$ cat config.mk
export PLATFORM = sky130hd
export DESIGN_NAME = multi_updown_counter
export DESIGN_NICKNAME = d
export VERILOG_FILES = /design/src/rtl/multi_updown_counter.sv
export SDC_FILE = /design/constraint.sdc
export NUM_CORES = 1
export LEC_CHECK = 0
export BUFFER_PORTS_ARGS = -buffer_cell sky130_fd_sc_hd__buf_4
export CORE_MARGIN = 2
export CORE_UTILIZATION = 23
export DETAILED_ROUTE_END_ITERATION = 8
export SETUP_SLACK_MARGIN = 0.3
export SYNTH_ARGS = -nofsm -noshare
export SYNTH_HDL_FRONTEND = slang
export SYNTH_SLANG_ARGS = --single-unit
$ cat constraint.sdc
create_clock -name i_clk -period 8.1 [get_ports i_clk]
set_clock_uncertainty 0.05 [all_clocks]
set_input_delay 0.405 -clock i_clk [delete_from_list [all_inputs] [get_ports i_clk]]
set_output_delay 0.405 -clock i_clk [all_outputs]
set_load 0.01 [all_outputs]
$ cat src/rtl/multi_updown_counter.sv
// Bank of NUM_CH independent unsigned up/down counters with per-channel clear, load,
// saturate-or-wrap mode, boundary flags and a registered one-cycle wrap pulse.
module multi_updown_counter #(
  parameter int          NUM_CH  = 4,
  parameter int          WIDTH   = 16,
  parameter int unsigned MAX_VAL = (2**WIDTH)-1
) (
  input  logic                    i_clk,
  input  logic                    i_rst,
  input  logic [NUM_CH-1:0]       i_en,
  input  logic [NUM_CH-1:0]       i_up_dwn,
  input  logic [NUM_CH-1:0]       i_sat_mode,
  input  logic [NUM_CH-1:0]       i_clr,
  input  logic [NUM_CH-1:0]       i_load,
  input  logic [NUM_CH*WIDTH-1:0] i_load_val,
  output logic [NUM_CH*WIDTH-1:0] o_count,
  output logic [NUM_CH-1:0]       o_at_max,
  output logic [NUM_CH-1:0]       o_at_min,
  output logic [NUM_CH-1:0]       o_wrap
);

  localparam logic [WIDTH-1:0] LP_MAX = WIDTH'(MAX_VAL);
  localparam logic [WIDTH-1:0] LP_ONE = WIDTH'(1);

  for (genvar g = 0; g < NUM_CH; g++) begin : g_ch
    logic [WIDTH-1:0] r_count;
    logic             r_wrap;
    logic [WIDTH-1:0] w_count_next;
    logic             w_wrap_next;
    logic [WIDTH-1:0] w_load_slice;
    logic [WIDTH-1:0] w_load_clamped;

    assign w_load_slice   = i_load_val[g*WIDTH +: WIDTH];
    // Loads above the limit clamp so the count can never leave [0, MAX_VAL].
    assign w_load_clamped = (w_load_slice > LP_MAX) ? LP_MAX : w_load_slice;

    // NOTE: defaults first keep this block latch-free; only the wrap branches raise the pulse.
    always_comb begin
      w_count_next = r_count;
      w_wrap_next  = 1'b0;
      if (i_clr[g]) begin
        w_count_next = '0;
      end else if (i_load[g]) begin
        w_count_next = w_load_clamped;
      end else if (i_en[g]) begin
        if (i_up_dwn[g]) begin
          if (r_count < LP_MAX) begin
            w_count_next = r_count + LP_ONE;
          end else if (!i_sat_mode[g]) begin
            w_count_next = '0;
            w_wrap_next  = 1'b1;
          end
        end else begin
          if (r_count != '0) begin
            w_count_next = r_count - LP_ONE;
          end else if (!i_sat_mode[g]) begin
            w_count_next = LP_MAX;
            w_wrap_next  = 1'b1;
          end
        end
      end
    end

    // NOTE: state registers use non-blocking assignments so every channel samples pre-edge values.
    always_ff @(posedge i_clk or posedge i_rst) begin
      if (i_rst) begin
        r_count <= '0;
        r_wrap  <= 1'b0;
      end else begin
        r_count <= w_count_next;
        r_wrap  <= w_wrap_next;
      end
    end

    assign o_count[g*WIDTH +: WIDTH] = r_count;
    assign o_at_max[g]               = (r_count == LP_MAX);
    assign o_at_min[g]               = (r_count == '0);
    assign o_wrap[g]                 = r_wrap;
  end

endmodule

==> impl_results.md <==
- Placed cell count: around 1.4k
- First-pass GRT wire length: 42900 um
- Synthesis Warnings: 0
- Crit path largest cell delay: between 0.7 and 0.8 ns
- Starting Density: 0.232
- Initial DRC count: 892
- IO Pins: 162
- Commonest non-fill, non-tap cell in the layout: buf_4
- Worst Setup End Kind: output port
- CTS root buf: clkbuf_16
- Worst Path Buf+Inv: 1
- Post-DP Area: 8400 um^2
- Cts bufs inserted: 9
- Status: complete, no violations
- Post-Route Setup TNS: 0 ns
- Routed vias/inst: 5.61
- IO Port Bufs: 161
- Min Tclk post-route: 3.32 ns
- Post-synth ARST share: 1.00
- Antenna Cells: 0
- Most common flop cell mapped by yosys: dfrtp_1
- Cts hold-fix bufs: 0
- Max Fanout on Critical Path: 13
- Drt drc: 0
- Vias in the first global route: 7799
- CP top delay family: simple AND/OR/NAND/NOR gates
- Sequential share of the synthesized area: 0.241
- First-pass DRT Iterations: 5
- NumNets Final: 1157
- Clock buffer depth: 2
- Synthesized area per cell: 7.29 um^2
- Core Rows: 64
- Avg WL per Cell: 18.7 um
- Slowest cell on crit path: or4_1
- VDD IR max: around 0.000091 V
- Maximum clock frequency: 301 MHz
- CTS resizes: 0
- Post-synthesis register bit count: 68
- CTS tree: built
- Post-CTS setup buffer count: 0
- Final period utilization: 0.410
- Die area: about 32000 um^2
- Grt ovf: 0
- RSZ-0062 raised after global routing: no
- H-tree level count: 3
- Largest net degree at the start of global routing: between 60 and 70
- Worst slew margin relative to its limit: 0.224
- Post-route cell area: 8690 um^2
- Gp weighted congestion: slightly above 0.9
- Critical path, cell by cell: or4_1 -> nor4b_2 -> nor2b_1 -> buf_4
- CP startpoint: g_ch[2].r_count[7]$_DFFE_PP0P_
- Finished Layout Cells: 1460
- Synth Net Count: 1064
- Req. time, crit path: 7.65 ns
- Critical path startpoint category: register
- Worst skew pair latency: 0.37 ns
- Post-route ant nets: 0
- Final Hold Fails: 0
- Pwr dens: 145 nW/um^2
- Number of flops mapped to enable cells by yosys: 0
- Setup violations, final: 0
- Synth top area share: 0.241
- Max Slew Vio Count: 0
- Initial antenna violation count: 0
- Post-Route WL: ~27000 um
- Via count: between 8k and 9k
- CP Data Arrival Time: between 2 and 3 ns
- Gr usage total: 0.170
- Share of layout cells above drive strength 1: 0.201
- Worst hold path class: in2reg
- CORE AREA: 30300 um^2
- Post-DP HPWL: 19500 um
- Synthesized cell area: 7050 um^2
- Critical path class: reg2out
- Overall Power: between 0.001 and 0.0015 W
- Die Ht: 179 um
- Cell count after synthesis: 966
- Distinct cells, synth: 87
- Top area cells in the synthesized netlist: dfrtp_1 (24%), nand2_1 (4.6%), nor2_1 (4.4%)
- Synth area leader: dfrtp_1
- Clock sink total: 68
- Reg2reg start: g_ch[3].r_count[7]$_DFFE_PP0P_
- Area Overhead vs Synth: 23.3%
- Commonest non-fill, non-tap cells in the layout: buf_4 (168), nand2_1 (87), nor2_1 (83)
- Source of the worst hold timing path: i_sat_mode[2]
- Tightest Pin Transition: 1.16 ns
- Pleak: ~3.5 nW
- Clock-pin slew on the worst setup and hold paths: ~0.060 ns
- Max_cap viols: 0
- Die Width: 179 um
[synth_stat cells, drive strengths merged (6+ instances only)]
| master | count |
|---|---|
| o21ai | 60 |
| and4 | 15 |
| clkbuf | 60 |
| and3 | 15 |
| or3 | 14 |
| o211ai | 9 |
| or4 | 7 |
| a221oi | 20 |
| a311oi | 13 |
| nor2 | 83 |
| nand2 | 88 |
| nand3 | 60 |
| a211oi | 15 |
| a221o | 6 |
| nor4 | 18 |
| nor3 | 45 |
| nand2b | 11 |
| nand3b | 6 |
| ha | 12 |
| inv | 47 |
| and2 | 11 |
| xor2 | 10 |
| a32oi | 12 |
| o22ai | 10 |
| a31oi | 16 |
| o31ai | 8 |
| nand4 | 26 |
| nor4b | 7 |
| xnor2 | 13 |
| buf | 26 |
| dfrtp | 68 |
| a21oi | 61 |
[registers in the layout (all words and copies together) (netlist names)]
name and cells:
g_ch.r_count 64, g_ch.r_wrap 4
[worst register-to-register path, cell delays in order, from the launching register on]
cell       delay [ns]
dfrtp_1          0.50
nor4_1           0.57
nand4_1          0.38
inv_1            0.22
a2bb2oi_1        0.12
o21ai_1          0.92
a32oi_1          0.23
o31ai_1          0.11
[cell type report]
type | instances | area, um^2
clock buffers | 15 | 278
clock inverters | 1 | 5.00
fillers | 3266 | 21700
inverters | 49 | 185
multi-input cells | 763 | 4760
flip-flops and latches | 68 | 1700
well taps | 396 | 495
repair buffers | 168 | 1260
[cells by family (layout without fill, tap and decap cells)]
group,after synthesis,count (layout),synth area share
compound gates,293,293,0.290
xor+xnor,23,23,0.0286
fa+ha+maj,12,12,0.0213
buf+inv,135,233,0.0831
flops,68,68,0.241
mux,6,6,0.00870
simple gates,429,429,0.327
[path summary, 6_finish.rpt]
check | cells after the start | slack, ns | to
max | 4 | 4.78 | o_at_min[2]
min | 2 | 0.19 | g_ch[2].r_wrap$_DFF_PP0_
max reg2reg | 7 | 4.89 | g_ch[3].r_count[4]$_DFFE_PP0P_
min reg2reg | 2 | 0.60 | g_ch[3].r_count[9]$_DFFE_PP0P_
max in group asynchronous | 3 | 7.02 | g_ch[3].r_count[5]$_DFFE_PP0P_
min in group asynchronous | 3 | 0.33 | g_ch[1].r_count[1]$_DFFE_PP0P_
[metal layers]
| layer | global-route usage | wire, um | vias up |
|---|---|---|---|
| met5 | 0 | 0 | - |
| met4 | 0.0586 | 591 | 0 |
| met3 | 0.0352 | 2100 | 45 |
| met2 | 0.269 | 12500 | 364 |
| met1 | 0.228 | 12200 | 3916 |
| li1 | - | - | 3865 |
[power by group]
part,switching (W),internal [W],leakage [nW]
clock network,0.000172,0.000233,0.140
registers,0.0000831,0.000368,0.887
logic,0.000225,0.000176,2.46
[stage by stage]
stage          setup slack [ns]   util  hold WS (ns)
6_report                   4.78  0.286         0.190
5_1_grt                    4.34  0.286         0.182
4_1_cts                    4.84  0.286         0.169
3_5_place_dp               4.91  0.277         0.563
3_3_place_gp               5.01  0.277         0.558
2_1_floorplan              5.32      -         0.426
(Power assumes the default switching activity.)
